**config.mk**
```make
export PLATFORM = sky130hd
export DESIGN_NAME = ram_arbiter
export DESIGN_NICKNAME = d
export VERILOG_FILES = /design/src/rtl/ram_arbiter_pkg.sv /design/src/rtl/ram_arbiter.sv
export SDC_FILE = /design/constraint.sdc
export NUM_CORES = 1
export LEC_CHECK = 0
export ABC_CLOCK_PERIOD_IN_PS = 3300
export CAP_MARGIN = 30
export CORE_AREA = 2 2 97 99
export CTS_BUF_LIST = sky130_fd_sc_hd__clkbuf_16
export CTS_CLUSTER_DIAMETER = 200
export DETAILED_ROUTE_END_ITERATION = 10
export DIE_AREA = 0 0 99 101
export PLACE_DENSITY = 0.88
export SLEW_MARGIN = 0
export SYNTH_ARGS = -nofsm -noshare
export SYNTH_HDL_FRONTEND = slang
export SYNTH_SLANG_ARGS = --single-unit
```
**constraint.sdc**
```tcl
create_clock -name Clock -period 3.3 [get_ports Clock]
set_clock_uncertainty 0.2 [all_clocks]
set_input_delay 0.66 -clock Clock [delete_from_list [all_inputs] [get_ports Clock]]
set_output_delay 0.66 -clock Clock [all_outputs]
set_load 0.005 [all_outputs]
```
**src/rtl/ram_arbiter_pkg.sv**
```systemverilog
// Shared constants for the instruction/data RAM arbiter and the 16K x 32 RAM it fronts.
// The starvation-count update lives here so the rule is stated once for the whole subsystem.
package ram_arbiter_pkg;

    localparam int DEF_ADDR_W     = 14;
    localparam int DEF_DATA_W     = 32;
    localparam int DEF_MAX_STARVE = 3;
    localparam int RAM_DEPTH      = 1 << DEF_ADDR_W;
    localparam int STARVE_W       = 4;

    // Count data grants that bypass a waiting fetch; any fetch grant or idle fetch port restarts it.
    function automatic logic [STARVE_W-1:0] starve_next(
        input logic                ireq,
        input logic                igrant,
        input logic                dgrant,
        input logic [STARVE_W-1:0] cur,
        input logic [STARVE_W-1:0] limit
    );
        logic [STARVE_W-1:0] nxt;
        nxt = cur;
        if (igrant || !ireq) begin
            nxt = '0;
        end else if (dgrant && (cur < limit)) begin
            nxt = cur + 1'b1;
        end
        return nxt;
    endfunction

endpackage

```
**src/rtl/ram_arbiter.sv**
```systemverilog
// Fixed-priority arbiter sharing one single-ported RAM between instruction fetch and load/store.
// Data wins unless a fetch has already been passed over MAX_STARVE times in a row.
module ram_arbiter
    import ram_arbiter_pkg::*;
#(
    parameter int ADDR_W     = DEF_ADDR_W,
    parameter int DATA_W     = DEF_DATA_W,
    parameter int MAX_STARVE = DEF_MAX_STARVE
) (
    input  logic              Clock,
    input  logic              Reset,
    input  logic              IReq,
    input  logic [ADDR_W-1:0] IAddress,
    output logic              IGnt,
    output logic              IValid,
    output logic [DATA_W-1:0] IReadData,
    input  logic              DReq,
    input  logic              DWe,
    input  logic [ADDR_W-1:0] DAddress,
    input  logic [DATA_W-1:0] DWriteData,
    output logic              DGnt,
    output logic              DValid,
    output logic [DATA_W-1:0] DReadData,
    output logic [ADDR_W-1:0] RamAddress,
    output logic              RamMemWrite,
    output logic [DATA_W-1:0] RamWriteData,
    input  logic [DATA_W-1:0] RamReadData
);

    localparam logic [STARVE_W-1:0] STARVE_LIMIT = STARVE_W'(MAX_STARVE);

    logic [STARVE_W-1:0] starve_q, starve_d;
    logic                ivalid_q, ivalid_d;
    logic                dvalid_q, dvalid_d;
    logic [DATA_W-1:0]   irdata_q, irdata_d;
    logic [DATA_W-1:0]   drdata_q, drdata_d;
    logic                igrant, dgrant;

    always_comb begin
        igrant = IReq && ((starve_q == STARVE_LIMIT) || !DReq);
        dgrant = DReq && !igrant;

        starve_d = starve_next(IReq, igrant, dgrant, starve_q, STARVE_LIMIT);

        // Valids are single-cycle pulses; read data holds until the port's next read completes.
        ivalid_d = igrant;
        dvalid_d = dgrant;
        irdata_d = igrant ? RamReadData : irdata_q;
        drdata_d = (dgrant && !DWe) ? RamReadData : drdata_q;
    end

    always_ff @(posedge Clock or posedge Reset) begin
        if (Reset) begin
            starve_q <= '0;
            ivalid_q <= 1'b0;
            dvalid_q <= 1'b0;
            irdata_q <= '0;
            drdata_q <= '0;
        end else begin
            starve_q <= starve_d;
            ivalid_q <= ivalid_d;
            dvalid_q <= dvalid_d;
            irdata_q <= irdata_d;
            drdata_q <= drdata_d;
        end
    end

    assign IGnt         = igrant;
    assign DGnt         = dgrant;
    assign IValid       = ivalid_q;
    assign DValid       = dvalid_q;
    assign IReadData    = irdata_q;
    assign DReadData    = drdata_q;
    assign RamAddress   = dgrant ? DAddress : IAddress;
    assign RamMemWrite  = dgrant && DWe;
    assign RamWriteData = DWriteData;

endmodule

```
# Word-level counts from Yosys, hierarchy flattened
# Cells that the tools add are included.
# op_classes
n_addsub	1
n_lt_le_gt_ge	1
n_eq_ne	1
muxes	3
reduce_logical	12
# ops
cell	n
$mux 14	1
$mux 4	2
$logic_and 1x1->1	5
$add 4x1->4 const B	1
$eq 4x2->1 const B	1
$logic_not 1->1	4
$lt 4x2->1 const B	1
$logic_or 1x1->1	2
$reduce_bool 2->1	1
# totals
reg_bits	70
in_bits	97
out_inout_bits	115
wordCells	23

# Logic depth before layout (Yosys ltp)
# Gate-level depths: netlist of run 1.
# depth
word_depth	8
depth_mapped	6
depth_no_buf	4

# Worst setup path after synthesis of run 1
# No wires, ideal clock.
# synth_path
path_kind	in2out
start	in IReq
end	out RamAddress[2]
arrival_ns	1.595
t_required_ns	2.440
slack_ns	0.845
stages	5
path_cell_list	and4bb_4 -> nand2b_4 -> buf_6 -> buf_8 -> mux2_4
# synth_via
elab_chain_cells	4
# synth_rtl
item	line	rtl
from (decl)	ram_arbiter.sv:12	input logic IReq,
$logic_and 1x1->1	ram_arbiter.sv:40	igrant = IReq && ((starve_q == STARVE_LIMIT) || !DReq);
$logic_not 1->1	ram_arbiter.sv:41	dgrant = DReq && !igrant;
$logic_and 1x1->1	ram_arbiter.sv:41	
$mux 14	ram_arbiter.sv:74	assign RamAddress = dgrant ? DAddress : IAddress;
to (decl)	ram_arbiter.sv:24	output logic [ADDR_W-1:0] RamAddress,
# Every way passes these cells.

# Worst setup path after layout of run 1
# layout_path
start	in IReq
end	out RamAddress[0]
# Same word-level chain as after synthesis.

==> out/qor.csv, run 1 <==
stage;metric;value;unit
status;status;finished clean;
timing;rsz0062_at_grt;no;
layout;regArea;1750;sq um
clock_tree;clockBufferDepth;2;
synth;yosysWarnings;0;
global_routing;grt_antenna_before_repair;0;
place;dpl-instance-area;4470;sq um
synth;netlist_area;3140;sq um
place;hpwl;5660;um
synth;yosysTopAreaCell;dfrtp_1;
worst_setup_path;startpoint_type;input pin;
place;port_buffers;147;
worst_setup_path;rr_worst_depth;6;
pwr;ir_worst_vdd;0.353;mV
die;io_pins;212;
synth;seq_area_frac_synth;55.8;%
worst_setup_path;ff2ff_setup_slack;1.02;ns
timing;setup_tns;0;ns
layout;final_util;53.3;%
synth;synth_adder_area_share;0.398;%
global_routing;grt_start_max_net_pins;43;
timing;finalHoldViolCount;0;
worst_setup_path;arrival;2.39;ns
worst_setup_path;crit_top_cell;clkdlybuf4s50_1;
timing;finalCriticalPeriod;3.25;ns
synth;netlist_instances;210;
timing;timing.final.crit_share;98.4;%
layout;design_area;4790;sq um
global_routing;grt_pass1_vias;2250;
layout;fin_nets;432;
die;core;8980;sq um
worst_setup_path;cp.required;2.44;ns
global_routing;gr-usage-all-layers;14.7;%
clock_tree;clock_sinks;70;
worst_hold_path;hold_path_end;DReadData[0];
synth;synthTopCellsByArea;dfrtp_1 (56%), mux2_2 (24%), buf_4 (7.6%);
die;die_h;101;um
timing;drv_slew;0;
worst_setup_path;crit_type;in -> out;
worst_setup_path;crit_family;buffers and inverters;
drt;drt_iter0_drc;33;
synth;synth_compound_area_share;0.916;%
drt;drc;0;
place;gp_congestion;0.770;
flow_run;cap_viol_max_count;0;
drt;ant_nets;0;
die;die_x;99;um
clock_tree;cts_made_buffers;9;
layout;syn_to_final_growth;52.4;%
timing;setup_viol;0;
worst_setup_path;worstPathMaxFanout;8;
clock_tree;clock-root-buffer;clkbuf_16;
clock_tree;holdBufCountCts;0;
timing;worst_pin_slew;0.623;ns
worst_setup_path;worst-path-buf-inv;2;
layout;multi_input_area;1060;sq um
pwr;power;0.00256;W
clock_tree;htree_levels;3;
synth;ys_types;20;
worst_hold_path;hold_path.startpoint;DReadData[0];
worst_setup_path;r2r-start;starve_q[0];
synth;synth_xor_area_share;0;%
global_routing;grt_pass1_wl;11600;um
clock_tree;insertion_delay;0.32;ns
timing;max_freq;308;MHz
global_routing;overflow;0;
worst_setup_path;cp_slowest_cell;clkdlybuf4s50_1;
synth;muxShareOfSynthArea;28.9;%
drt;avgRoutedWirePerCell;16.8;um
drt;vias;2056;
layout;insertedDiodeCount;0;
worst_setup_path;cp-end-kind;output pin;
clock_tree;clk_pin_slew_worst_paths;0.06;ns
synth;synth_top_family_by_area;multiplexers;
clock_tree;cts_tree;built;
worst_setup_path;cp_cell_sequence;clkdlybuf4s50_1 > and4bb_4 > nand2b_4 > mux2_2 > clkdlybuf4s50_1;
die;initial_utilization;35.0;%
timing;setup_ws;0.0541;ns
worst_setup_path;reg2reg_to;IReadData[30];
place;pre_cts_slack;-0.0741;ns
die;rows;35;
die;die_area;10000;sq um
drt;firstDrtPassIters;2;
worst_setup_path;cpPeakStageDelay;0.48;ns
drt;wl;7550;um
layout;fill_cells;752;
timing;maxSlewHeadroom;58.4;%
synth;synth_nets;308;
worst_hold_path;hp-class;reg -> reg;
synth;synth_top_area_share;55.8;%
pwr;power.leakage;2.04;nW
synth;synth-seq-cells;70;
pwr;p_per_area;534;nW/um^2
synth;synthSimpleGateAreaFrac;2.75;%
layout;final_layout_size_suffix_gt1_share;30.1;%
drt;vias_per_cell;4.57;
worst_hold_path;holdPathStages;1;
synth;syn_avg_cell_area;15.0;sq um
clock_tree;cts_setup_buffers;0;
## cell usage after synthesis (all sizes together)
library cell	number
ha	1
o21ai	2
buf	40
dfrtp	70
nand3b	1
and4bb	1
inv	5
a21oi	3
mux2	78
nor3	1
nand2b	1
and3	2
nand2	2
nor2	3
## sequential cells by signal (all words and copies together), names as in the netlist
register,cells
IValid,1
IReadData,32
starve_q,4
DReadData,32
DValid,1
## per-layer routing
layer	track usage (%)	share of wire [%]
met1	16.5	37
met2	26.0	54
met3	6.31	7.8
met4	3.58	0.81
met5	0	0
## timing repair
| item | CTS | global route |
|---|---|---|
| resized for setup | 0 | 4 |
| setup endpoints to repair | 10 | 8 |
| cloned | 1 | 0 |
## layout make-up
class                           count  share of cell area [%]
Sequential cell                    70                    36.6
Timing Repair Buffer              152                    31.9
Multi-Input combinational cell     96                    22.1
Clock buffer                        9                    4.71
Tap cell                          111                    2.90
Clock inverter                      7                    1.36
Inverter                            5                   0.392
## stage by stage
step / instances / hold slack [ns]
floorplan: 210 / 0.283
finish: 450 / 0.302
global route: 450 / 0.310
CTS: 450 / 0.304
detailed placement: 433 / 0.292
global placement: 433 / 0.266
## layout by cell type, fill, tap and decap left out, drive strengths merged
master / Yosys / final
clkbuf: 0 / 9
a21oi: 3 / 3
buf: 40 / 5
bufinv: 0 / 1
clkdlybuf4s50: 0 / 144
clkinv: 0 / 4
nand3b: 1 / 1
dlymetal6s2s: 0 / 3
nand2b: 1 / 2
and3: 2 / 2
o21ai: 2 / 2
ha: 1 / 1
nor3: 1 / 1
and4bb: 1 / 1
mux2: 78 / 78
inv: 5 / 7
nand2: 2 / 2
dfrtp: 70 / 70
nor2: 3 / 3
## worst max-delay path by stage
stage | from | end | slack, ns | cells after the start
after floorplan | Reset | DReadData[0] | 0.67 | 1
after global placement | IReq | RamAddress[0] | 0.005 | 5
after detailed placement | IReq | RamAddress[11] | -0.07 | 5
after CTS | IReq | RamAddress[9] | 0.0003 | 5
after global routing | IReq | RamAddress[1] | 0.01 | 5
final | IReq | RamAddress[0] | 0.05 | 5
## power breakdown
group | total, W | leakage (nW) | internal [W] | switching [W]
registers | 0.00104 | 0.830 | 0.000981 | 0.0000613
clock network | 0.000932 | 0.148 | 0.000580 | 0.000351
logic | 0.000583 | 1.06 | 0.000413 | 0.000170
## cell families after synthesis
kind of cell	Yosys count
simple gates	11
compound gates	5
flops	70
buf+inv	45
mux	78
fa+ha+maj	1
Power figures use the tool's default switching activity.
==> inputs of run 2 (changes only) <==
--- a/config.mk
+++ b/config.mk
@@ -12,7 +12,7 @@
 export CTS_CLUSTER_DIAMETER = 200
 export DETAILED_ROUTE_END_ITERATION = 10
 export DIE_AREA = 0 0 99 101
-export PLACE_DENSITY = 0.88
+export PLACE_DENSITY_LB_ADDON = 0.25
 export SLEW_MARGIN = 0
 export SYNTH_ARGS = -nofsm -noshare
 export SYNTH_HDL_FRONTEND = slang
==> run 2 against run 1 <==
Global-route usage down 0.66 points. Cell area increased by 2.0%. Sequential power is essentially flat. Fmax rose by 0.33%. Die area did not move. Register-to-register slack lost 0.03 ns. First-iteration DRC count fell by 33%. Via count decreased by 0.19%. Cell count up 0.44%. Worst hold slack worse by 0.023 ns.
==> out/qor.csv, run 2 (synthesis gave the netlist of run 1 again) <==
stage;metric;value;unit;change
pwr;power;0.00278;W;+8.9%
pwr;ir_worst_vdd;0.363;mV;+2.8%
worst_setup_path;worstPathMaxFanout;7;;-1
worst_hold_path;hp-class;reg -> reg;;
drt;drc;0;;unchanged
worst_setup_path;arrival;2.38;ns;about the same
global_routing;grt_start_max_net_pins;40;;-7.0%
place;dpl-instance-area;4490;sq um;+0.28%
die;die_x;99;um;unchanged
flow_run;cap_viol_max_count;0;;unchanged
clock_tree;cts_tree;built;;
timing;finalCriticalPeriod;3.24;ns;-0.0108 ns
global_routing;grt_antenna_before_repair;0;;unchanged
drt;wl;7150;um;-5.4%
die;die_area;10000;sq um;unchanged
clock_tree;clk_pin_slew_worst_paths;0.05;ns;about the same
place;pre_cts_slack;-0.0328;ns;+0.0413 ns
layout;design_area;4880;sq um;+2.0%
worst_setup_path;rr_worst_depth;6;;unchanged
timing;whs;0.279;ns;-0.0228 ns
timing;drv_slew;0;;unchanged
global_routing;grt_pass1_vias;2169;;-3.6%
drt;firstDrtPassIters;3;;+1
clock_tree;holdBufCountCts;0;;unchanged
place;hpwl;5100;um;-9.9%
global_routing;grt_pass1_wl;11100;um;-4.9%
global_routing;gr-usage-all-layers;14.1;%;-0.66 points
clock_tree;clock_sinks;70;;unchanged
clock_tree;insertion_delay;0.32;ns;about the same
layout;fin_nets;434;;+0.46%
layout;most-common-layout-cells;clkdlybuf4s50_1 (145), dfrtp_1 (70), mux2_2 (68);;
die;core;8980;sq um;unchanged
layout;layout.cells.most_common;clkdlybuf4s50_1;;
timing;timing.final.crit_share;98.0;%;-0.33 points
pwr;power.leakage;2.07;nW;+1.5%
clock_tree;clock-root-buffer;clkbuf_16;;
layout;insertedDiodeCount;0;;unchanged
worst_setup_path;startpoint_type;input pin;;
pwr;p_per_area;570;nW/um^2;+6.7%
clock_tree;cts_made_buffers;9;;unchanged
clock_tree;htree_levels;3;;unchanged
timing;setup_viol;0;;unchanged
status;status;finished clean;;
worst_setup_path;cp.required;2.44;ns;about the same
drt;avgRoutedWirePerCell;15.8;um;-5.8%
worst_setup_path;ff2ff_setup_slack;0.99;ns;-0.03 ns
place;gp_congestion;0.656;;-15%
place;port_buffers;147;;unchanged
timing;finalHoldViolCount;0;;unchanged
timing;rsz0062_at_grt;no;;
timing;worst_pin_slew;0.684;ns;+0.0605 ns
die;rows;35;;unchanged
drt;drt_iter0_drc;22;;-33%
global_routing;overflow;0;;unchanged
worst_hold_path;holdPathStages;1;;unchanged
timing;setup_ws;0.0648;ns;+0.0108 ns
drt;vias_per_cell;4.54;;-0.64%
die;die_h;101;um;unchanged
die;io_pins;212;;unchanged
drt;ant_nets;0;;unchanged
clock_tree;clockBufferDepth;2;;unchanged
timing;maxSlewHeadroom;54.3;%;-4.0 points
timing;max_freq;309;MHz;+0.33%
worst_setup_path;cp-end-kind;output pin;;
layout;syn_to_final_growth;55.5;%;
die;initial_utilization;35.0;%;unchanged
drt;vias;2052;;-0.19%
worst_setup_path;crit_type;in -> out;;
layout;final_util;54.4;%;+1.1 points
layout;final_layout_size_suffix_gt1_share;30.5;%;+0.41 points
-- run 2: area by class of cell --
cell class	instances	area (sq um)
clock buffers	9	225
repair buffers	154	1550
well taps	111	139
clock inverters	7	136
flip-flops and latches	70	1750
fillers	784	4100
multi-input cells	96	1060
inverters	5	18.8
-- run 2: stage by stage --
step / instances / setup TNS, ns
detailed placement: 433 / -0.166
global route: 452 / 0
finish: 452 / 0
global placement: 433 / -0.0118
CTS: 450 / 0
floorplan: 210 / 0
-- run 2: worst paths after layout --
check,startpoint,to
max in group asynchronous,Reset,IReadData[24]
min in group asynchronous,Reset,IReadData[8]
hold / removal,DReadData[25],DReadData[25]
setup / recovery,IReq,RamAddress[0]
hold reg to reg,DReadData[25],DReadData[25]
setup reg to reg,starve_q[0],IReadData[25]
-- run 2: power by group --
part	switching (W)	internal, W
Clock	0.000351	0.000810
Combinational	0.000166	0.000416
Sequential	0.0000589	0.000981
-- run 2: critical path, cell delays in order --
cell             delay, ns
clkdlybuf4s50_1       0.48
and4bb_4              0.26
nand2b_4              0.19
mux2_2                0.35
clkdlybuf4s50_1       0.44
-- run 2: timing repair --
| item | 4_1_cts | 5_1_grt |
|---|---|---|
| buffers inserted | 0 | 2 |
| setup endpoints to repair | 7 | 6 |
| gates resized for setup | 1 | 2 |
| gates cloned | 1 | 0 |
-- run 2: routing by layer --
metal / track usage [%] / part of all wire (%)
met4: 3.79 / 0.57
met5: 0 / 0
met3: 5.62 / 6.8
met2: 23.4 / 52
met1: 17.1 / 40
